`config.mk`:
```
export PLATFORM = sky130hd
export DESIGN_NAME = sram_port_arbiter
export DESIGN_NICKNAME = d
export VERILOG_FILES = /design/src/rtl/retro1_sram_pkg.sv /design/src/rtl/sram_rr_arbiter.sv /design/src/rtl/sram_port_arbiter.sv
export SDC_FILE = /design/constraint.sdc
export NUM_CORES = 1
export LEC_CHECK = 0
export ABC_AREA = 1
export CORE_UTILIZATION = 40
export CTS_BUF_LIST = sky130_fd_sc_hd__clkbuf_16
export DETAILED_ROUTE_END_ITERATION = 6
export PLACE_DENSITY_LB_ADDON = 0.1
export SLEW_MARGIN = 15
export SYNTH_ARGS = -nofsm -noshare
export SYNTH_HDL_FRONTEND = slang
export SYNTH_HIERARCHICAL = 1
export SYNTH_SLANG_ARGS = --single-unit
export TNS_END_PERCENT = 20
```
`constraint.sdc`:
```
create_clock -name Clk -period 1.91 [get_ports Clk]
set_input_delay 0.191 -clock Clk [delete_from_list [all_inputs] [get_ports Clk]]
set_output_delay 0.191 -clock Clk [all_outputs]
set_load 0.01 [all_outputs]
```
`src/rtl/retro1_sram_pkg.sv`:
```
// Shared types and constants for the two-port async SRAM arbiter.
package retro1_sram_pkg;

  // Native geometry of the board SRAM; the latched request struct is sized from these.
  localparam int SRAM_ADDR_W = 19;
  localparam int SRAM_DATA_W = 16;

  // Arbitration policy selector values.
  localparam logic ARB_RR    = 1'b0;
  localparam logic ARB_FIXED = 1'b1;

  typedef enum logic [1:0] {
    IDLE,
    ACCESS,
    RECOVER
  } sram_state_e;

  // One accepted core-side request, held for the whole SRAM access.
  typedef struct packed {
    logic                   write;
    logic [SRAM_ADDR_W-1:0] addr;
    logic [SRAM_DATA_W-1:0] wdata;
    logic [1:0]             be;
  } sram_req_t;

endpackage

```
`src/rtl/sram_rr_arbiter.sv`:
```
// Two-way request picker: round-robin against the last granted port, or
// fixed priority with port 1 winning. Grants nothing unless accept_i is high.
module sram_rr_arbiter
  import retro1_sram_pkg::*;
(
  input  logic [1:0] req_i,
  input  logic       mode_i,
  input  logic       last_i,
  input  logic       accept_i,
  output logic [1:0] grant_o
);

  // Pick a single port; on contention RR favours the port not granted last.
  always_comb begin
    grant_o = 2'b00;
    if (accept_i) begin
      case (req_i)
        2'b01:   grant_o = 2'b01;
        2'b10:   grant_o = 2'b10;
        2'b11: begin
          if ((mode_i == ARB_FIXED) || (last_i == 1'b0)) begin
            grant_o = 2'b10;
          end else begin
            grant_o = 2'b01;
          end
        end
        default: grant_o = 2'b00;
      endcase
    end
  end

endmodule

```
`src/rtl/sram_port_arbiter.sv`:
```
// Shares one external async SRAM between a CPU port (0) and a video/DMA
// port (1). Requests are accepted with valid/ready, the SRAM strobes are
// sequenced with a fixed number of wait states and a one-cycle completion
// pulse is returned to the owning port. ADDR_W/DATA_W must match the
// package geometry because the latched request struct is sized from it.
module sram_port_arbiter
  import retro1_sram_pkg::*;
#(
  parameter int ADDR_W      = SRAM_ADDR_W,
  parameter int DATA_W      = SRAM_DATA_W,
  parameter int WAIT_CYCLES = 1,
  parameter int ARB_MODE    = 0
) (
  input  logic                   Clk,
  input  logic                   Reset,
  input  logic                   Pause,
  input  logic [1:0]             ReqValid,
  output logic [1:0]             ReqReady,
  input  logic [1:0]             ReqWrite,
  input  logic [1:0][ADDR_W-1:0] ReqAddr,
  input  logic [1:0][DATA_W-1:0] ReqWData,
  input  logic [1:0][1:0]        ReqBE,
  output logic [1:0]             RspValid,
  output logic [DATA_W-1:0]      RspRData,
  output logic [ADDR_W-1:0]      SramAddr,
  output logic [DATA_W-1:0]      SramDqOut,
  output logic                   SramDqOe,
  input  logic [DATA_W-1:0]      SramDqIn,
  output logic                   SramCe_n,
  output logic                   SramOe_n,
  output logic                   SramWe_n,
  output logic                   SramLb_n,
  output logic                   SramUb_n
);

  localparam logic [2:0] WAIT_INIT = 3'(WAIT_CYCLES);
  localparam logic       ARB_SEL   = (ARB_MODE == 0) ? ARB_RR : ARB_FIXED;

  sram_state_e       state_q, state_d;
  logic [2:0]        waitCnt_q, waitCnt_d;
  sram_req_t         req_q, req_d;
  logic              port_q, port_d;
  logic              lastPort_q, lastPort_d;
  logic [1:0]        rspValid_q, rspValid_d;
  logic [DATA_W-1:0] rspRData_q, rspRData_d;
  logic              ceN_q, ceN_d;
  logic              oeN_q, oeN_d;
  logic              weN_q, weN_d;
  logic              lbN_q, lbN_d;
  logic              ubN_q, ubN_d;
  logic              dqOe_q, dqOe_d;

  logic              grantEn;
  logic [1:0]        grant;
  logic              pick;
  logic              nextAccess;

  // New work is only taken while idle, running and out of reset.
  assign grantEn = Reset && !Pause && (state_q == IDLE);

  sram_rr_arbiter uArb (
    .req_i   (ReqValid),
    .mode_i  (ARB_SEL),
    .last_i  (lastPort_q),
    .accept_i(grantEn),
    .grant_o (grant)
  );

  assign ReqReady = grant;
  assign pick     = grant[1];

  // Next-state, request latch, response and registered pin values.
  always_comb begin
    state_d    = state_q;
    waitCnt_d  = waitCnt_q;
    req_d      = req_q;
    port_d     = port_q;
    lastPort_d = lastPort_q;
    rspValid_d = 2'b00;
    rspRData_d = rspRData_q;

    case (state_q)
      IDLE: begin
        if (grant != 2'b00) begin
          port_d      = pick;
          lastPort_d  = pick;
          req_d.write = ReqWrite[pick];
          req_d.addr  = ReqAddr[pick];
          req_d.wdata = ReqWData[pick];
          req_d.be    = ReqBE[pick];
          waitCnt_d   = WAIT_INIT;
          state_d     = ACCESS;
        end
      end
      ACCESS: begin
        if (waitCnt_q == 3'd0) begin
          rspValid_d[port_q] = 1'b1;
          if (req_q.write) begin
            state_d = RECOVER;
          end else begin
            rspRData_d = SramDqIn;
            state_d    = IDLE;
          end
        end else begin
          waitCnt_d = waitCnt_q - 3'd1;
        end
      end
      RECOVER: begin
        state_d = IDLE;
      end
      default: begin
        state_d = IDLE;
      end
    endcase

    nextAccess = (state_d == ACCESS);
    ceN_d  = !nextAccess;
    oeN_d  = !(nextAccess && !req_d.write);
    weN_d  = !(nextAccess && req_d.write);
    dqOe_d = nextAccess && req_d.write;
    lbN_d  = nextAccess ? (req_d.write ? !req_d.be[0] : 1'b0) : 1'b1;
    ubN_d  = nextAccess ? (req_d.write ? !req_d.be[1] : 1'b0) : 1'b1;
  end

  // State and output registers; reset drops any in-flight access.
  always_ff @(posedge Clk) begin
    if (!Reset) begin
      state_q    <= IDLE;
      waitCnt_q  <= 3'd0;
      req_q      <= '0;
      port_q     <= 1'b0;
      lastPort_q <= 1'b1;
      rspValid_q <= 2'b00;
      rspRData_q <= '0;
      ceN_q      <= 1'b1;
      oeN_q      <= 1'b1;
      weN_q      <= 1'b1;
      lbN_q      <= 1'b1;
      ubN_q      <= 1'b1;
      dqOe_q     <= 1'b0;
    end else begin
      state_q    <= state_d;
      waitCnt_q  <= waitCnt_d;
      req_q      <= req_d;
      port_q     <= port_d;
      lastPort_q <= lastPort_d;
      rspValid_q <= rspValid_d;
      rspRData_q <= rspRData_d;
      ceN_q      <= ceN_d;
      oeN_q      <= oeN_d;
      weN_q      <= weN_d;
      lbN_q      <= lbN_d;
      ubN_q      <= ubN_d;
      dqOe_q     <= dqOe_d;
    end
  end

  assign RspValid  = rspValid_q;
  assign RspRData  = rspRData_q;
  assign SramAddr  = req_q.addr;
  assign SramDqOut = req_q.wdata;
  assign SramDqOe  = dqOe_q;
  assign SramCe_n  = ceN_q;
  assign SramOe_n  = oeN_q;
  assign SramWe_n  = weN_q;
  assign SramLb_n  = lbN_q;
  assign SramUb_n  = ubN_q;

endmodule

```
* Yosys cells after proc, flatten, opt, wreduce, memory -nomap -nowiden
Index checks and enable logic that the tools add are counted.
Storage, ports and cells: input port bits 97, flip-flop bits (word level) 69
Cells by class: $lt $le $gt $ge 3, $add $sub $neg 1, eq/ne operators 7, bitwise operators 1, reduce and logical (&&, ||, !) cells 21, muxes and demuxes 24
Operator list (count):
- $mux W38 | 2
- $mux W19 | 2
- $mux W16 | 2
- $mux W2 | 7
- $reduce_and A3 Y1 | 3
- $logic_not A1 Y1 | 7
- $eq A2 B1 Y1 const B | 3
- $mux W3 | 2
- $pmux W2 S3 | 1
- $pmux W3 S2 | 1
- $logic_and A1 B1 Y1 | 5
- $mux W1 | 5
- $eq A2 B2 Y1 const B | 2
- $lt A1 B2 Y1 const B | 2
- $pmux W2 S2 | 1
- $reduce_and A2 Y1 | 2
- $reduce_bool A2 Y1 | 2
- $logic_not A3 Y1 | 1
- $sub A3 B1 Y3 const B | 1
- $logic_not A2 Y1 | 1
- $ne A2 B1 Y1 const B | 1
- $ne A2 B2 Y1 const B | 1
- $demux W1 S1 | 1
- $ge A1 B1 Y1 const B | 1
- $not A1 Y1 | 1

* Logic depth before layout (Yosys ltp)
Gate-level depths: netlist of run 1.
word-level depth 11, mapped depth 16

* Cells and area by module
Netlist of run 1, hierarchy kept.
Modules (own cells, without submodules):
- sram_port_arbiter | instances 1, area each 3324.4 µm², cells each 486
- sram_rr_arbiter | instances 1, area each 36.3 µm², cells each 9

* Worst setup path before layout of run 1
Ideal clock, no wire load.
path type register to register, start point register state_q[1], end point register weN_q (netlist: SramWe_n), library setup time 126 ps, data required time 1784 ps, data arrival time 1593 ps, cell stages (with the launch flop) 15, slack 191 ps, buffers on the path 2, path through dfxtp_1 -> inv_1 -> nand2_1 -> nor3_1 -> nand2_1 -> inv_1 -> nand2_1 -> inv_1 -> buf_4 -> nor2_1 -> nor2_1 -> buf_4 -> nand2_1 -> nand2_1 -> nand2_1
Between the ends: cells in the longest elaborated chain, start to end 9, elaborated cells between the ends (all ways) 15, classes of those cells eq/ne: 2; mux: 8; reduce/logical: 5
Ends and longest elaborated chain:
- start: declaration | RTL line sram_port_arbiter.sv:39 | sram_state_e state_q, state_d;
- start signal: assignment | RTL line sram_port_arbiter.sv:142 | state_q <= state_d;
- $logic_not A2 Y1 * | RTL line sram_port_arbiter.sv:59 | assign grantEn = Reset && !Pause && (state_q == IDLE);
- $logic_and A1 B1 Y1 * | RTL line sram_port_arbiter.sv:59
- named net grantEn | RTL line sram_port_arbiter.sv:53 | logic grantEn;
- $mux W2 * | RTL line sram_rr_arbiter.sv:16 | if (accept_i) begin
- named net ReqReady[1] | RTL line sram_port_arbiter.sv:18 | output logic [1:0] ReqReady,
- $reduce_bool A2 Y1 or $mux W1 (tied branches) | RTL line sram_port_arbiter.sv:84, sram_port_arbiter.sv:87
- $mux W2 or $mux W1 (tied branches) | RTL line sram_port_arbiter.sv:84, sram_port_arbiter.sv:87
- $pmux W2 S2 or $mux W38 (tied branches) | RTL line sram_port_arbiter.sv:82, sram_port_arbiter.sv:84
- $eq A2 B1 Y1 or $mux W38 (tied branches) | RTL line sram_port_arbiter.sv:116, sram_port_arbiter.sv:82
- $logic_and A1 B1 Y1 * | RTL line sram_port_arbiter.sv:119 | weN_d = !(nextAccess && req_d.write);
- $logic_not A1 Y1 * | RTL line sram_port_arbiter.sv:119
- end signal: assignment | RTL line sram_port_arbiter.sv:151 | weN_q <= weN_d;
- end: declaration | RTL line sram_port_arbiter.sv:48 | logic weN_q, weN_d;
Mark *: on every way through the listed nets, which the timed path passes. The rest lies on a longest branch. The select of a mux whose other input is x is not followed. A chain may end at the register's enable or synchronous reset.

* Worst setup path after layout of run 1
start point register state_q[0], end point output ReqReady[0]
Between the ends: cells in the longest elaborated chain, start to end 3
Ends and longest elaborated chain (RTL line):
- $logic_not A2 Y1 | sram_port_arbiter.sv:59
- $logic_and A1 B1 Y1 | sram_port_arbiter.sv:59
- named net grantEn | sram_port_arbiter.sv:53
- $mux W2 | sram_rr_arbiter.sv:16
- end: declaration | sram_port_arbiter.sv:18
The timed path passes the listed nets, and every way through them passes these cells.

==> results of run 1 <==
==> power breakdown <==
group | switching [mW] | internal (mW)
sequential | 0.0396 | 1.52
combinational | 0.326 | 0.419
clock | 0.587 | 1.27
==> critical path: stages, from the launching register on <==
cell and delay [ns]:
dfxtp_1 0.32, inv_2 0.08, nand2_2 0.09, nor3_4 0.14
nand2_1 0.09, a21oi_2 0.18, dlygate4sd2_1 0.32
==> state kept, by name (all words and copies together), names as in the netlist <==
signal	cells
RspRData	16
SramAddr	19
SramDqOut	16
lastPort_q	1
SramWe_n	1
SramOe_n	1
RspValid	2
port_q	1
waitCnt_q	3
SramUb_n	1
SramDqOe	1
SramCe_n	1
state_q	2
req_q	3
SramLb_n	1
==> cell usage after synthesis (all sizes together) <==
| cell type | number |
|---|---|
| conb | 1 |
| ha | 2 |
| nor3 | 2 |
| nand3 | 4 |
| inv | 20 |
| nand2 | 230 |
| a21oi | 39 |
| o21ai | 3 |
| dfxtp | 69 |
| clkbuf | 8 |
| nand4 | 1 |
| nor2 | 46 |
| clkinv | 1 |
| buf | 52 |
| nand3b | 17 |
==> final cells by class <==
cell class | count | area, sq um | share of cell area (%)
clock inverters | 7 | 114 | 2.20
clock buffers | 9 | 225 | 4.35
multi-input cells | 345 | 1500 | 29.0
well taps | 105 | 131 | 2.54
repair buffers | 179 | 1740 | 33.7
flip-flops and latches | 69 | 1380 | 26.7
inverters | 21 | 81.3 | 1.57
==> final timing paths <==
| path | startpoint | endpoint | slack [ns] | cells past startpoint |
|---|---|---|---|---|
| setup / recovery | state_q[0] | ReqReady[0] | 0.18 | 6 |
| hold / removal | port_q | RspValid[0] | 0.44 | 1 |
| setup reg to reg | state_q[0] | req_q[37] | 0.21 | 14 |
| hold reg to reg | port_q | RspValid[0] | 0.44 | 1 |
==> logic make-up (layout without fill, tap and decap cells) <==
group / after synthesis / after routing / synth area share [%]
adders and majority gates: 2 / 2 / 0.744
DFF: 69 / 69 / 41.1
and+or+nand+nor: 300 / 300 / 36.9
other: 1 / 1 / 0.112
AOI/OAI and AO/OA: 42 / 42 / 6.25
buffers and inverters: 81 / 216 / 14.9
==> per-stage QoR <==
stage / util [%] / setup WS (ns) / TNS, ns / instance area, sq um / power [mW]
after floorplan: - / 0.191 / 0 / 3360 / 1.97
after global placement: 58.9 / -0.314 / -12.78 / 4820 / 2.32
after detailed placement: 58.9 / -0.353 / -15.03 / 4820 / 2.33
after CTS: 63.1 / 0.0317 / 0 / 5160 / 4.19
after global routing: 63.3 / -0.0200 / -0.0200 / 5180 / 4.36
final: 63.3 / 0.184 / 0 / 5180 / 4.16
==> layer usage <==
layer  vias up  wire, microns  global-route usage, %
li1       1747              -                      -
met1      1472           3610                   22.0
met2       106           4160                   36.5
met3        14            565                   4.53
met4         0            174                   8.46
met5         -              0                      0
==> timing repair <==
action,4_1_cts,5_1_grt
setup endpoints to repair,6,44
resized for setup,5,6
pin swaps,1,1
endpoints found under the hold margin,0,0
buffers inserted,0,1
==> results.json, run 1 <==
{
  "setup_violations": 0,
  "layout_common_cells": "nand2_1, clkdlybuf4s50_1, dfxtp_1",
  "grt_use_total_pct": 20.0,
  "placed_cells": 718,
  "min_period_ns": 1.73,
  "hp-class": "flop to flop",
  "cts-root-buf": "clkbuf_16",
  "vias": 3339,
  "antenna_cells": 0,
  "final_nets": 724,
  "hpwl_microns": 6410,
  "synth_top_area_share_pct": 41.1,
  "area_growth_syn_to_layout_pct": 54.1,
  "fin_crit_sh_pct": 90.4,
  "syn_area_sq_um": 3360,
  "worstPathArrival_ns": 1.54,
  "numCtsBuffers": 9,
  "fp.dieArea_sq_um": 8770,
  "nFillCells": 769,
  "clockBufferDepth": 2,
  "synth_top_area_cell": "dfxtp_1",
  "critPathKind": "flop to output pin",
  "synth_area_leaders": "dfxtp_1, nand2_1, buf_4",
  "path_clk_slew_ns": 0.06,
  "drtIter0Drc": 113,
  "grt_pass1_wl_microns": 13800,
  "seq_area_frac_synth_pct": 41.1,
  "slew_violations": 0,
  "layout.cells.non_filler": 735,
  "initial_utilization_pct": 41.1,
  "grt_max_degree": 42,
  "place.gp.congestion": 0.768,
  "final_layout_size_suffix_gt1_share_pct": 9.37,
  "cts_tree": "done",
  "cp.required_ns": 1.72,
  "grt.overflow.total": 0,
  "peakVddDrop_mv": 0.371,
  "fin_skew_ns": 0.00464,
  "fp-row-count": 33,
  "mostFrequentLayoutCell": "nand2_1",
  "antenna_found_initial": 0,
  "ys_ff_latch": 69,
  "avgSynthCellArea_sq_um": 6.79,
  "syn_inst": 495,
  "clk_latency_ns": 0.32,
  "p_per_area_nw_per_um2": 803,
  "syn_nets": 594,
  "synth_warnings": 6,
  "routed_via_density": 4.54,
  "fmax_ghz": 0.579,
  "ctsHoldBuffers": 0,
  "port_buffers": 157,
  "drtPass1Iterations": 4,
  "ys_types": 23,
  "fp.dieH_microns": 93.7,
  "clock_sinks": 69,
  "crit_fanout": 3,
  "fp.coreArea_sq_um": 8180,
  "maxCapViolCount": 0,
  "drc": 0,
  "drt_wl_total_microns": 8510,
  "outcome": "completed",
  "cp-start-kind": "flop",
  "cp-end-kind": "output pin",
  "routedWlPerCell_microns": 11.6,
  "hold_ws_ns": 0.440,
  "p_leak_nw": 2.18,
  "die_x_microns": 93.7,
  "rsz0062_at_grt": "true",
  "io_pins": 158,
  "finalHoldViolations": 0,
  "first_global_vias": 3138,
  "htreeDepth": 3,
  "ant_nets": 0
}
Power figures use the tool's default switching activity.
==> inputs of run 2 (changes only) <==
--- a/config.mk
+++ b/config.mk
@@ -9,8 +9,8 @@
 export CORE_UTILIZATION = 40
 export CTS_BUF_LIST = sky130_fd_sc_hd__clkbuf_16
 export DETAILED_ROUTE_END_ITERATION = 6
+export GPL_TIMING_DRIVEN = 0
 export PLACE_DENSITY_LB_ADDON = 0.1
-export SLEW_MARGIN = 15
 export SYNTH_ARGS = -nofsm -noshare
 export SYNTH_HDL_FRONTEND = slang
 export SYNTH_HIERARCHICAL = 1
==> run 2 against run 1 <==
Against the previous run: first-iteration DRC count is 13% lower; clock power is 19% lower; combinational power is 15% higher; die area stayed put; via count is 5.8% higher; register-to-register slack worse by 0.07 ns; highest routed layer unchanged.
==> results.json, run 2 (synthesis results as in run 1) <==
{
  "r2r_slack_ns": 0.14,
  "p_per_area_nw_per_um2": 700,
  "p_leak_nw": 2.41,
  "hpwl_microns": 6760,
  "grt.overflow.total": 0,
  "area_growth_syn_to_layout_pct": 65.9,
  "min_period_ns": 1.82,
  "antenna_found_initial": 0,
  "endpoint": "ReqReady[0]",
  "cp-end-kind": "output pin",
  "critPathKind": "flop to output pin",
  "numCtsBuffers": 9,
  "finalSetupTns_ns": 0,
  "peakVddDrop_mv": 0.410,
  "fmax_ghz": 0.549,
  "grt_max_degree": 13,
  "fp.coreArea_sq_um": 8180,
  "p_sw_share_pct": 26.1,
  "ctsHoldBuffers": 0,
  "layout_common_cells": "nand2_1, clkdlybuf4s50_1, dfxtp_1",
  "place.gp.congestion": 0.807,
  "die_x_microns": 93.7,
  "drtIter0Drc": 98,
  "initial_utilization_pct": 41.1,
  "reg2reg_from": "state_q[0]",
  "cts-root-buf": "clkbuf_16",
  "grt_use_total_pct": 21.4,
  "slowest_stage": "dfxtp_2",
  "fp-row-count": 33,
  "crit_chain": "inv_4 -> nand2_4 -> nor3_4 -> buf_4 -> nand2_1 -> a21oi_2 -> clkdlybuf4s15_1",
  "io_pins": 158,
  "worst_r2r_endpoint": "SramAddr[16]",
  "pwr-share-comb_pct": 22.0,
  "maxCapViolCount": 0,
  "p_switching_mw": 1.02,
  "largest_reg_flops": 19,
  "setup_ws_ns": 0.0876,
  "fin_crit_sh_pct": 95.4,
  "power_frac_seq_pct": 39.9,
  "port_buffers": 157,
  "worstPathArrival_ns": 1.63,
  "grt_pass1_wl_microns": 14600,
  "final_nets": 771,
  "intPower_mw": 2.88,
  "reg2reg_depth": 12,
  "fp.dieArea_sq_um": 8770,
  "slowest_delay_ns": 0.34,
  "vias": 3534,
  "routedWlPerCell_microns": 12.0,
  "power_mw": 3.90,
  "crit_fanout": 3,
  "drt_wl_total_microns": 9370,
  "mostFrequentLayoutCell": "nand2_1",
  "cts_tree": "done",
  "outcome": "completed",
  "finalHoldViolations": 0,
  "routed_via_density": 4.52,
  "crit_start": "state_q[0]",
  "antenna_cells": 0,
  "drtPass1Iterations": 4,
  "cp-start-kind": "flop",
  "fp.dieH_microns": 93.7,
  "setup_violations": 0,
  "clk_latency_ns": 0.33,
  "first_global_vias": 3352,
  "final_layout_size_suffix_gt1_share_pct": 17.3,
  "clock_sinks": 69,
  "drc": 0,
  "fin_skew_ns": 0.00417,
  "slew_violations": 0,
  "path_clk_slew_ns": 0.05,
  "hp-class": "primary input to flop",
  "clkPwrFrac_pct": 38.1,
  "rsz0062_at_grt": "true",
  "ant_nets": 0,
  "clockBufferDepth": 2,
  "htreeDepth": 3,
  "post-place-ws_ns": -0.606,
  "cp.required_ns": 1.72
}
## run 2: cell types whose count changed in the layout (fill, tap and decap cells not counted), moves of 3 or more
cell,previous run,this run
buf_4,21,44
clkinv_2,1,4
buf_6,0,4
nand2_1,224,217
clkbuf_1,0,5
a21oi_2,1,6
nand2_4,0,4
nand2_2,6,9
buf_8,0,3
clkbuf_16,9,12
buf_2,0,5
a21oi_1,38,33
bufinv_16,3,0
## run 2: final cells by class
class | count | area, sq um
fillers | 698 | 2600
plain buffers | 60 | 448
well taps | 105 | 131
inverters | 21 | 90.1
flip-flops and latches | 69 | 1390
repair buffers | 166 | 1690
clock inverters | 7 | 42.5
clock buffers | 9 | 225
multi-input cells | 345 | 1560
## run 2: worst min-delay path by stage
stage                      start           to  cells after the start
after floorplan            Reset     SramCe_n                      1
after global placement    port_q  RspValid[0]                      1
after detailed placement  port_q  RspValid[0]                      1
after CTS                 port_q  RspValid[0]                      1
after global routing       Reset     SramCe_n                      2
final                      Reset     SramCe_n                      2
## run 2: per-stage QoR
step	utilization, %	instances	area [sq um]	hold slack (ns)
4_1_cts	65.4	774	5350	0.457
2_1_floorplan	-	495	3360	0.279
3_3_place_gp	61.9	757	5060	0.445
3_5_place_dp	61.9	757	5060	0.444
5_1_grt	68.2	782	5570	0.171
6_report	68.2	782	5570	0.148
## run 2: what timing repair did
item                                    in CTS  in global routing
gates cloned                                 0                  4
gates resized for setup                      6                 43
buffers inserted                             1                  4
pin swaps                                    0                  7
endpoints found under the hold margin        0                  0
endpoints found under the setup margin      52                 51
## run 2: power by group through the flow
stage / logic [mW] / clock network, mW / registers [mW]
3_5_place_dp: 0.791 / 0 / 1.59
5_1_grt: 0.946 / 1.59 / 1.57
3_3_place_gp: 0.779 / 0 / 1.58
2_1_floorplan: 0.376 / 0 / 1.59
4_1_cts: 0.798 / 1.52 / 1.56
6_report: 0.859 / 1.49 / 1.56
## run 2: metal layers
metal | share of wire [%] | vias up | track usage (%)
li1 | - | 1840 | -
met1 | 41 | 1567 | 22.6
met2 | 49 | 111 | 38.4
met3 | 8.0 | 16 | 7.36
met4 | 2.5 | 0 | 9.49
met5 | 0 | - | 0
## run 2: critical path, delay by kind of cell, from the launching register on
family | cells | cell delay (ns)
buffers and inverters | 3 | 0.51
AND/OR/NAND/NOR | 3 | 0.28
AO/OA/AOI/OAI | 1 | 0.17
flip-flops | 1 | 0.34
==> edit, RTL diff (config.mk and constraints of run 1) <==
Make the reset (`Reset`) asynchronous in one clocked block.
--- a/src/rtl/sram_port_arbiter.sv
+++ b/src/rtl/sram_port_arbiter.sv
@@ -123,7 +123,7 @@
   end
 
   // State and output registers; reset drops any in-flight access.
-  always_ff @(posedge Clk) begin
+  always_ff @(posedge Clk or negedge Reset) begin
     if (!Reset) begin
       state_q    <= IDLE;
       waitCnt_q  <= 3'd0;
Check against the original RTL: differs if Reset is asserted again (counterexample within 4 cycles, from zero or initial values and one cycle with Reset low); with Reset held inactive, the same outputs for 10 cycles.
==> edit against run 1 <==
Via count down 13%; cell area up 1.8%; sequential cell count unchanged; non-clock buffer count down 7; setup slack worse by 0.044 ns; wire length down 3.3%; synthesized area up 0.97%; critical endpoint unchanged; largest cell class unchanged.
Power is not compared: it rests on default switching activity, and its combinational part moved more than twofold at a synthesized area within 25%.
==> edit: results (changes against run 1) <==
The number of non-clock inverters is 40 (was 21). The multi-input combinational cell count was 234 (was 345). The unique cell type count in the Yosys netlist is 21 (was 23). The post-layout instance area was 5270 µm² (was 5180 µm²).

The reg-to-reg critical path startpoint is state_q[1] (was state_q[0]). The portion of the layout cell area used by non-clock buffers is 0.333 (was 0.337). Run status: finished, final reports clean (unchanged). Ranking of synthesized cells by area: sky130_fd_sc_hd__dfrtp_1, sky130_fd_sc_hd__buf_4, sky130_fd_sc_hd__nor2_1, sky130_fd_sc_hd__o21a_1, sky130_fd_sc_hd__o21ai_1 (was sky130_fd_sc_hd__dfxtp_1, sky130_fd_sc_hd__nand2_1, sky130_fd_sc_hd__buf_4, sky130_fd_sc_hd__a21oi_1, sky130_fd_sc_hd__nor2_1). The leading register cell type out of synthesis is sky130_fd_sc_hd__dfrtp_1 (was sky130_fd_sc_hd__dfxtp_1).

The net count of the mapped netlist came to 496 (was 594). The number of cells on the worst reg-to-reg path is 13 (was 14). The reg-to-reg endpoint was SramAddr[15] (was req_q[37]). The wire length the detailed router placed on met1 came to 3.57 mm (was 3.61 mm). The share of layout cells above drive strength 1 is 0.0979 (was 0.0937). The worst setup slack for register-to-register paths was 0.19 ns (was 0.21 ns). The number of nets in the final layout is 625 (was 724). The routed wire length on met2 came out at 3.94 mm (was 4.16 mm).

The wire length of the first global-routing pass came out at 13.3 mm (was 13.8 mm). The overall die area came to 8860 µm² (was 8770 µm²). The footprint of the multi-input gates came out at 1140 µm² (was 1500 µm²).

The tightest hold margin came out at 0.0965 ns (was 0.440 ns). The signal arrival time at the worst endpoint came out at 1.58 ns (was 1.54 ns). The synthesized area per cell came out at 8.55 µm² (was 6.79 µm²).

The via count of the routed design came out at 2,917 (was 3,339). The class of the tightest hold or removal check is input pin to asynchronous set/reset pin (was register to register). The number of placed cells counting well taps came to 617 (was 718). The pin count of the biggest net entering global routing was 70 (was 42).

The placed wire-length estimate was 5.80 mm (was 6.41 mm). The routability congestion estimate from global placement was 0.718 (was 0.768). The routed wire length on met3 came out at 625 µm (was 565 µm).

The placed cell area is 4840 µm² (was 4820 µm²). The number of global-route vias before repair is 2,807 (was 3,138). The global routing usage summed across all routing layers came to 0.193 (was 0.200). The routed wire length is 8.23 mm (was 8.51 mm). The clock distribution area overhead in the final layout came out at 0.0686 (was 0.0655). The average wire per cell in the routed design is 12.9 µm (was 11.6 µm).

The number of filler instances in the final layout is 741 (was 769). The maximum fanout encountered on the critical timing path is 2 (was 3).
==> edit: critical path, stage by stage (launching register included) <==
cell and delay [ns]:
sky130_fd_sc_hd__dfrtp_1 0.38, sky130_fd_sc_hd__nor2_2 0.12, sky130_fd_sc_hd__nand2_1 0.07, sky130_fd_sc_hd__nor2_2 0.10, sky130_fd_sc_hd__nand2_1 0.07, sky130_fd_sc_hd__a21oi_2 0.13, sky130_fd_sc_hd__buf_4 0.13, sky130_fd_sc_hd__clkdlybuf4s15_1 0.25
==> edit: repair_timing <==
item | CTS | global route
gates resized for setup | 2 | 9
setup endpoints to repair | 2 | 51
pin swaps | 0 | 1
buffers inserted | 0 | 2
cloned | 0 | 1
==> edit: kinds of logic (layout without fill, tap and decap cells) <==
kind of cell | Yosys count | after routing | synth area share
other | 1 | 1 | 0.00111
AOI/OAI and AO/OA | 90 | 90 | 0.159
and+or+nand+nor | 140 | 140 | 0.159
xor gates and xnor gates | 1 | 1 | 0.00258
DFF | 69 | 69 | 0.511
buffers and inverters | 94 | 228 | 0.160
adders and majority gates | 2 | 2 | 0.00737
==> edit: per-layer routing <==
layer | track usage | vias up
met2 | 0.314 | 98
li1 | - | 1464
met4 | 0.0654 | 0
met3 | 0.0518 | 8
met1 | 0.249 | 1347
met5 | 0 | -
==> edit: metrics by stage <==
| step | power (mW) | setup slack (ns) |
|---|---|---|
| final | 7.57 | 0.140 |
| after global routing | 8.07 | -0.00976 |
| after CTS | 7.60 | 0.0271 |
| after detailed placement | 5.55 | -0.0000150 |
| after global placement | 5.48 | 0.0363 |
| after floorplan | 4.35 | 0.104 |
